===== config.mk =====
export PLATFORM = sky130hd
export DESIGN_NAME = ps2_key_decoder
export DESIGN_NICKNAME = d
export VERILOG_FILES = /design/src/rtl/ps2_key_decoder.sv
export SDC_FILE = /design/constraint.sdc
export NUM_CORES = 1
export LEC_CHECK = 0
export BUFFER_PORTS_ARGS = -buffer_cell sky130_fd_sc_hd__buf_2
export CAP_MARGIN = 5
export CORE_MARGIN = 8
export CORE_UTILIZATION = 35
export CTS_CLUSTER_DIAMETER = 80
export DETAILED_ROUTE_END_ITERATION = 16
export PLACE_DENSITY = 0.63
export SLEW_MARGIN = 15
export SYNTH_ARGS = -nofsm -noshare
export SYNTH_HDL_FRONTEND = slang
export SYNTH_SLANG_ARGS = --single-unit
export TNS_END_PERCENT = 20

===== constraint.sdc =====
create_clock -name clk -period 11.25 [get_ports clk]
set_input_delay 2.8125 -clock clk [delete_from_list [all_inputs] [get_ports clk]]
set_output_delay 2.8125 -clock clk [all_outputs]
set_load 0.05 [all_outputs]

===== src/rtl/ps2_key_decoder.sv =====
// ----------------------------------------------------------------------------
// ps2_key_decoder
//
// Turns a stream of checked PS/2 scan-code bytes into key events. A small
// parser tracks the 0xE0 (extended) and 0xF0 (break) prefixes. It maintains
// the state of the last pressed non-extended key and a press counter, and it
// queues every completed event in a first-word-fall-through FIFO.
//
// Ports
//   clk         system clock, all state changes on its rising edge
//   resetn      synchronous active-low reset
//   code        scan-code byte, qualified by code_valid
//   code_valid  one-cycle strobe marking a good byte on code
//   key_down    last pressed non-extended key is still held
//   cur_code    make code of the last pressed non-extended key
//   ascii       lowercase ASCII for cur_code (0x00 when unmapped)
//   press_cnt   wrapping count of distinct key presses
//   ev_valid    event FIFO holds at least one entry
//   ev_data     head event {brk, ext, code[7:0]}
//   ev_ready    consumer pops the head when ev_valid is also high
//   overflow    sticky flag, set when an event was dropped on a full FIFO
// ----------------------------------------------------------------------------
module ps2_key_decoder #(
   parameter int unsigned FIFO_DEPTH = 4
) (
   input  logic       clk,
   input  logic       resetn,
   input  logic [7:0] code,
   input  logic       code_valid,
   output logic       key_down,
   output logic [7:0] cur_code,
   output logic [7:0] ascii,
   output logic [7:0] press_cnt,
   output logic       ev_valid,
   output logic [9:0] ev_data,
   input  logic       ev_ready,
   output logic       overflow
);

   localparam int unsigned AW = (FIFO_DEPTH > 1) ? $clog2(FIFO_DEPTH) : 1;
   localparam logic [AW:0] FULL_CNT = (AW + 1)'(FIFO_DEPTH);

   localparam logic [7:0] CODE_EXT = 8'hE0;
   localparam logic [7:0] CODE_BRK = 8'hF0;

   // Parser states
   localparam logic [1:0] ST_IDLE    = 2'd0;
   localparam logic [1:0] ST_EXT     = 2'd1;
   localparam logic [1:0] ST_BRK     = 2'd2;
   localparam logic [1:0] ST_EXT_BRK = 2'd3;

   logic [1:0] state_q, state_d;

   logic       key_down_q, key_down_d;
   logic [7:0] cur_code_q, cur_code_d;
   logic [7:0] press_cnt_q, press_cnt_d;
   logic       overflow_q, overflow_d;

   logic [AW-1:0] wr_ptr_q, wr_ptr_d;
   logic [AW-1:0] rd_ptr_q, rd_ptr_d;
   logic [AW:0]   count_q, count_d;
   logic [9:0]    mem_q [FIFO_DEPTH];

   // Completed-event descriptor from the parser
   logic ev_done;
   logic done_brk;
   logic done_ext;

   logic push_req;
   logic push_ok;
   logic pop;
   logic full;

   // -------------------------------------------------------------------------
   // Prefix parser
   // -------------------------------------------------------------------------
   always_comb begin
      state_d  = state_q;
      ev_done  = 1'b0;
      done_brk = 1'b0;
      done_ext = 1'b0;
      if (code_valid) begin
         unique case (state_q)
            ST_IDLE: begin
               if (code == CODE_EXT) begin
                  state_d = ST_EXT;
               end else if (code == CODE_BRK) begin
                  state_d = ST_BRK;
               end else begin
                  ev_done = 1'b1;
               end
            end
            ST_EXT: begin
               if (code == CODE_BRK) begin
                  state_d = ST_EXT_BRK;
               end else if (code != CODE_EXT) begin
                  // A repeated 0xE0 keeps waiting for the real code
                  ev_done  = 1'b1;
                  done_ext = 1'b1;
                  state_d  = ST_IDLE;
               end
            end
            ST_BRK: begin
               // Only 0xF0 is absorbed here; 0xE0 completes a break event
               if (code != CODE_BRK) begin
                  ev_done  = 1'b1;
                  done_brk = 1'b1;
                  state_d  = ST_IDLE;
               end
            end
            ST_EXT_BRK: begin
               if ((code != CODE_EXT) && (code != CODE_BRK)) begin
                  ev_done  = 1'b1;
                  done_brk = 1'b1;
                  done_ext = 1'b1;
                  state_d  = ST_IDLE;
               end
            end
         endcase
      end
   end

   // -------------------------------------------------------------------------
   // Key state and event push decision
   // -------------------------------------------------------------------------
   always_comb begin
      key_down_d  = key_down_q;
      cur_code_d  = cur_code_q;
      press_cnt_d = press_cnt_q;
      push_req    = 1'b0;
      if (ev_done) begin
         if (done_ext) begin
            // Extended keys are reported but never tracked
            push_req = 1'b1;
         end else if (done_brk) begin
            if (code == cur_code_q) begin
               key_down_d = 1'b0;
            end
            push_req = 1'b1;
         end else if ((code != cur_code_q) || !key_down_q) begin
            // Typematic repeats of the held key fall outside this branch
            key_down_d  = 1'b1;
            cur_code_d  = code;
            press_cnt_d = press_cnt_q + 8'd1;
            push_req    = 1'b1;
         end
      end
   end

   // -------------------------------------------------------------------------
   // Event FIFO (first-word-fall-through)
   // -------------------------------------------------------------------------
   assign ev_valid = (count_q != '0);
   assign full     = (count_q == FULL_CNT);
   assign pop      = ev_valid & ev_ready;
   // A pop in the same cycle frees the slot, so a full FIFO still accepts
   assign push_ok  = push_req & (~full | pop);

   always_comb begin
      wr_ptr_d   = wr_ptr_q;
      rd_ptr_d   = rd_ptr_q;
      count_d    = count_q;
      overflow_d = overflow_q | (push_req & ~push_ok);
      if (push_ok) begin
         wr_ptr_d = wr_ptr_q + AW'(1);
      end
      if (pop) begin
         rd_ptr_d = rd_ptr_q + AW'(1);
      end
      unique case ({push_ok, pop})
         2'b10:   count_d = count_q + (AW + 1)'(1);
         2'b01:   count_d = count_q - (AW + 1)'(1);
         default: count_d = count_q;
      endcase
   end

   always_ff @(posedge clk) begin
      if (push_ok) begin
         mem_q[wr_ptr_q] <= {done_brk, done_ext, code};
      end
   end

   assign ev_data = mem_q[rd_ptr_q];

   // -------------------------------------------------------------------------
   // State registers
   // -------------------------------------------------------------------------
   always_ff @(posedge clk) begin
      if (!resetn) begin
         state_q     <= ST_IDLE;
         key_down_q  <= 1'b0;
         cur_code_q  <= 8'h00;
         press_cnt_q <= 8'h00;
         overflow_q  <= 1'b0;
         wr_ptr_q    <= '0;
         rd_ptr_q    <= '0;
         count_q     <= '0;
      end else begin
         state_q     <= state_d;
         key_down_q  <= key_down_d;
         cur_code_q  <= cur_code_d;
         press_cnt_q <= press_cnt_d;
         overflow_q  <= overflow_d;
         wr_ptr_q    <= wr_ptr_d;
         rd_ptr_q    <= rd_ptr_d;
         count_q     <= count_d;
      end
   end

   assign key_down  = key_down_q;
   assign cur_code  = cur_code_q;
   assign press_cnt = press_cnt_q;
   assign overflow  = overflow_q;

   // -------------------------------------------------------------------------
   // Scan code set 2 to lowercase ASCII
   // -------------------------------------------------------------------------
   always_comb begin
      ascii = 8'h00;
      case (cur_code_q)
         8'h45: ascii = 8'h30; // 0
         8'h16: ascii = 8'h31;
         8'h1E: ascii = 8'h32;
         8'h26: ascii = 8'h33;
         8'h25: ascii = 8'h34;
         8'h2E: ascii = 8'h35;
         8'h36: ascii = 8'h36;
         8'h3D: ascii = 8'h37;
         8'h3E: ascii = 8'h38;
         8'h46: ascii = 8'h39; // 9
         8'h1C: ascii = 8'h61; // a
         8'h32: ascii = 8'h62;
         8'h21: ascii = 8'h63;
         8'h23: ascii = 8'h64;
         8'h24: ascii = 8'h65;
         8'h2B: ascii = 8'h66;
         8'h34: ascii = 8'h67;
         8'h33: ascii = 8'h68;
         8'h43: ascii = 8'h69;
         8'h3B: ascii = 8'h6A;
         8'h42: ascii = 8'h6B;
         8'h4B: ascii = 8'h6C;
         8'h3A: ascii = 8'h6D;
         8'h31: ascii = 8'h6E;
         8'h44: ascii = 8'h6F;
         8'h4D: ascii = 8'h70;
         8'h15: ascii = 8'h71;
         8'h2D: ascii = 8'h72;
         8'h1B: ascii = 8'h73;
         8'h2C: ascii = 8'h74;
         8'h3C: ascii = 8'h75;
         8'h2A: ascii = 8'h76;
         8'h1D: ascii = 8'h77;
         8'h22: ascii = 8'h78;
         8'h35: ascii = 8'h79;
         8'h1A: ascii = 8'h7A; // z
         default: ascii = 8'h00;
      endcase
   end

endmodule


==> results.md <==
- The via count is 2876.
- The floorplan die width is between 100 and 150 um.
- The run finished with clean final reports.
- The floorplan die area is 0.0149 mm^2.
- Counting along the longest clock path gives a buffer depth of 2.
- The congestion estimate from routability-driven global placement came to 0.923.
- The largest single stage delay on the critical path is slightly above 0.6 ns.
- The worst register-to-register path has a setup slack of around 7.3 ns.
- The net count of the finished layout is 424.
- The HPWL after detailed placement is between 6 and 7 mm.
- The number of global-route vias before repair came to 2721.
- The maximum fanout count along the critical path is 13.
- For this run, the leading register cell type out of synthesis is sky130_fd_sc_hd__edfxtp_1.
- In the routed layout, each cell is associated on average with a via count of 5.27.
- The number of synthesized flops with an enable pin is 40.
- The critical path's top delay family is simple AND/OR/NAND/NOR gates.
- The number of hold buffers added after CTS is 0.
- The worst setup path is launched from a primary input.
- After synthesis, the share of flip-flops with an asynchronous set or reset is 0%.
- The count of mapped cells out of synthesis is 364.
- The count of pins over their slew limit is 0.
- The initial antenna violation count came to 0.
- After synthesis, the cell types taking the most area are sky130_fd_sc_hd__edfxtp_1 (31%), sky130_fd_sc_hd__dfxtp_1 (18%), sky130_fd_sc_hd__mux4_2 (5.7%).
- For the final routed database, the setup TNS stands at 0 ns.
- The I/O pin count is 49.
- The clock tree skew after final layout is 0.00967 ns.
- The library cell with the highest instance count after synthesis is sky130_fd_sc_hd__edfxtp_1.
- After filler insertion, the fill cell instance count of the layout stands at around 1000.
- The final hold violation count is 0.
- The clock tree synthesis step divided the H-tree into 3 levels.
- The TritonCTS clock tree is yes.
- The number of nets in the synthesized netlist is between 300 and 400.
- The standard cell core area is 0.0109 mm^2.
- The post-cts resize count is 0.
- After detailed routing, the met3 layer carries about 640 um of wire.
- Dividing total power by cell area gives a power density of 177 mW/mm^2.
- In this run the cell area measured after placement is 0.00424 mm^2.
- The tightest min-delay check is of the flop to flop type.
- Once layout is complete, the cells apart from fillers number 546.
- The signal on the critical path passes through buf_2, xnor2_1, nand4_1, o2111a_1, nor3_2, inv_1, ha_1, and2_1, nor3b_2, nor3_1, or4_1.
- For this block, wires on met1 add up to about 4 mm.
- The site row count is 38.
- Summed over all nets, wire length on met2 after detailed routing comes to 4.28 mm.
- The peak clock frequency supported by timing is 0.167 GHz.
- sky130_fd_sc_hd__edfxtp_1 takes more of the synthesized area than any other cell.
- The cell area that synthesis handed to floorplanning was 0.00394 mm^2.
- In this run the remaining antenna-violating nets after routing total 0.
- Yosys printed 0 warnings.
- The layout-stage area growth over the synthesis result is 12.5%.
- The effective utilization at floorplan is between 30% and 40%.
- The count of input and output buffers is 47.
- The area share of the largest cell type after synthesis is 30.5%.
- Setup repair after global routing left no endpoint under its margin.
- The actual transition at the worst max-transition pin is around 0.77 ns.
- The count of state elements after synthesis is 76.
- The root buffer cell is sky130_fd_sc_hd__clkbuf_8.
- For the worst-skew pair, the clock arrives at the later sink with an insertion delay of 0.35 ns.
- The critical path data arrival time is a little over 6 ns.
- Summing internal, switching and leakage power gives a little under 800 uW.
- The worst relative slew slack is around half.
- The number of DRC violations after detailed-routing iteration 0 is 192.
- The standard cell with the maximum stage delay on the critical path is sky130_fd_sc_hd__nor3_2.
- The number of clock buffers added by TritonCTS is 9.
- The first detailed-routing pass ran for 5 iterations.
- The final clock period utilization by the worst path is 53.1%.
- The largest net degree at the start of global routing is 29.
- The antenna diode count is 0.
- The die span in y is 122 um.
- The number of sinks driven by the clock tree is 76.
- The leakage power is 0.00170 uW.
- Dividing the detail-routed wire length by the instance count gives 16.5 um.
- The worst setup path is captured at a flop.
- For this run, the register share of the synthesized area comes to 48.8%.
- Together, buffers and inverters on the worst path number 2.
- The data required time at the worst endpoint is around 11 ns.
- Summed over all layers, the routed wires come to 9.03 mm.
- Across the run, the number of max-cap violations was 0.
- The smallest clock period supported by the final layout is computed as 5.98 ns.
- Setup violations remaining at the end of the flow were counted as 0.
- The startpoint-to-endpoint class of the critical path is primary input to flop.
- The average footprint of a synthesized cell is about 11 um^2.
- Across the VDD grid, the largest voltage drop is 0.0930 mV.
- After clock tree synthesis, the clock-pin slew on the worst setup and hold paths is roughly 0.080 ns.
- The first global-routing pass estimated 14.4 mm of wire.
- The distinct cell type count after synthesis is 61.
- The highest metal layer carrying signal wires in the routed design is met4.
- The fraction of final layout cells with drive strength greater than 1 is 20.2%.
- The post-route cell area is 0.00443 mm^2.
- The total routing usage reported by global routing is roughly 12%.
- The post-CTS setup repair buffer count is 0.
- Global routing finished with a remaining overflow of 0.
- The worst hold slack after final layout is 0.509 ns.
- The placed instance count is 530.
- In the synthesized netlist, the cells that appear most often are sky130_fd_sc_hd__edfxtp_1 (40), sky130_fd_sc_hd__dfxtp_1 (36), sky130_fd_sc_hd__nor2_1 (29).
- The post-route DRC violation count is 0.
## cell type report
| class | instances | area [um^2] | share of cell area (%) |
|---|---|---|---|
| Clock inverter | 4 | 52.6 | 1.19 |
| Timing Repair Buffer | 47 | 235 | 5.31 |
| Multi-Input combinational cell | 250 | 1850 | 41.7 |
| Tap cell | 140 | 175 | 3.95 |
| Sequential cell | 76 | 1920 | 43.4 |
| Clock buffer | 12 | 135 | 3.05 |
| Inverter | 17 | 63.8 | 1.44 |
## cell families (layout without fill, tap and decap cells)
group                      Yosys count  in the layout  synth area share (%)
AOI/OAI and AO/OA                   66             66                  11.7
adders and majority gates           11             11                  3.69
xor gates and xnor gates            20             20                  4.45
DFF                                 76             76                  48.8
buffers and inverters               38             80                  4.29
muxes                               22             22                  8.77
and+or+nand+nor                    130            130                  18.2
other                                1              1                0.0952
## report_power, final
part,switching (uW),leakage (uW),internal [uW]
logic,162,0.000939,78.5
registers,24.6,0.000669,318
clock network,98.5,0.0000945,103
## metrics by stage
stage | utilization [%] | worst slack, ns
2_1_floorplan | - | 5.78
3_3_place_gp | 39.0 | 5.06
3_5_place_dp | 39.0 | 4.95
4_1_cts | 40.7 | 5.34
5_1_grt | 40.7 | 4.97
6_report | 40.7 | 5.27
## worst register-to-register path, stage by stage (launching register included)
cell and delay (ns):
sky130_fd_sc_hd__dfxtp_1 0.64, sky130_fd_sc_hd__xnor2_1 0.18, sky130_fd_sc_hd__nand4_1 0.39, sky130_fd_sc_hd__o2111a_1 0.40, sky130_fd_sc_hd__nor3_2 0.61, sky130_fd_sc_hd__inv_1 0.27
sky130_fd_sc_hd__ha_1 0.31, sky130_fd_sc_hd__and2_1 0.17, sky130_fd_sc_hd__nor3b_2 0.24, sky130_fd_sc_hd__nor3_1 0.09, sky130_fd_sc_hd__or4_1 0.50
## metal layers
metal	up-vias	global-route usage, %
met5	-	0
met4	0	4.19
met3	15	4.35
met2	82	19.7
met1	1377	15.1
li1	1402	-
## placed cells by master (no fill, tap or decap), types with 12 or more instances in the layout
cell type / count
sky130_fd_sc_hd__nand3_1: 12
sky130_fd_sc_hd__a21oi_1: 14
sky130_fd_sc_hd__o21ai_0: 14
sky130_fd_sc_hd__nor2_1: 29
sky130_fd_sc_hd__mux2i_1: 12
sky130_fd_sc_hd__inv_1: 14
sky130_fd_sc_hd__edfxtp_1: 40
sky130_fd_sc_hd__buf_2: 47
sky130_fd_sc_hd__dfxtp_1: 36
sky130_fd_sc_hd__nand2_1: 26
sky130_fd_sc_hd__xnor2_1: 12
## path summary, 6_finish.rpt
check	from	endpoint	depth (start not counted)
setup / recovery	code[6]	flop	11
hold / removal	overflow$_SDFF_PN0_	overflow$_SDFF_PN0_	1
setup reg to reg	cur_code[7]$_SDFFE_PN0P_	flop	10
hold reg to reg	overflow$_SDFF_PN0_	overflow$_SDFF_PN0_	1
(Power assumes the default switching activity.)
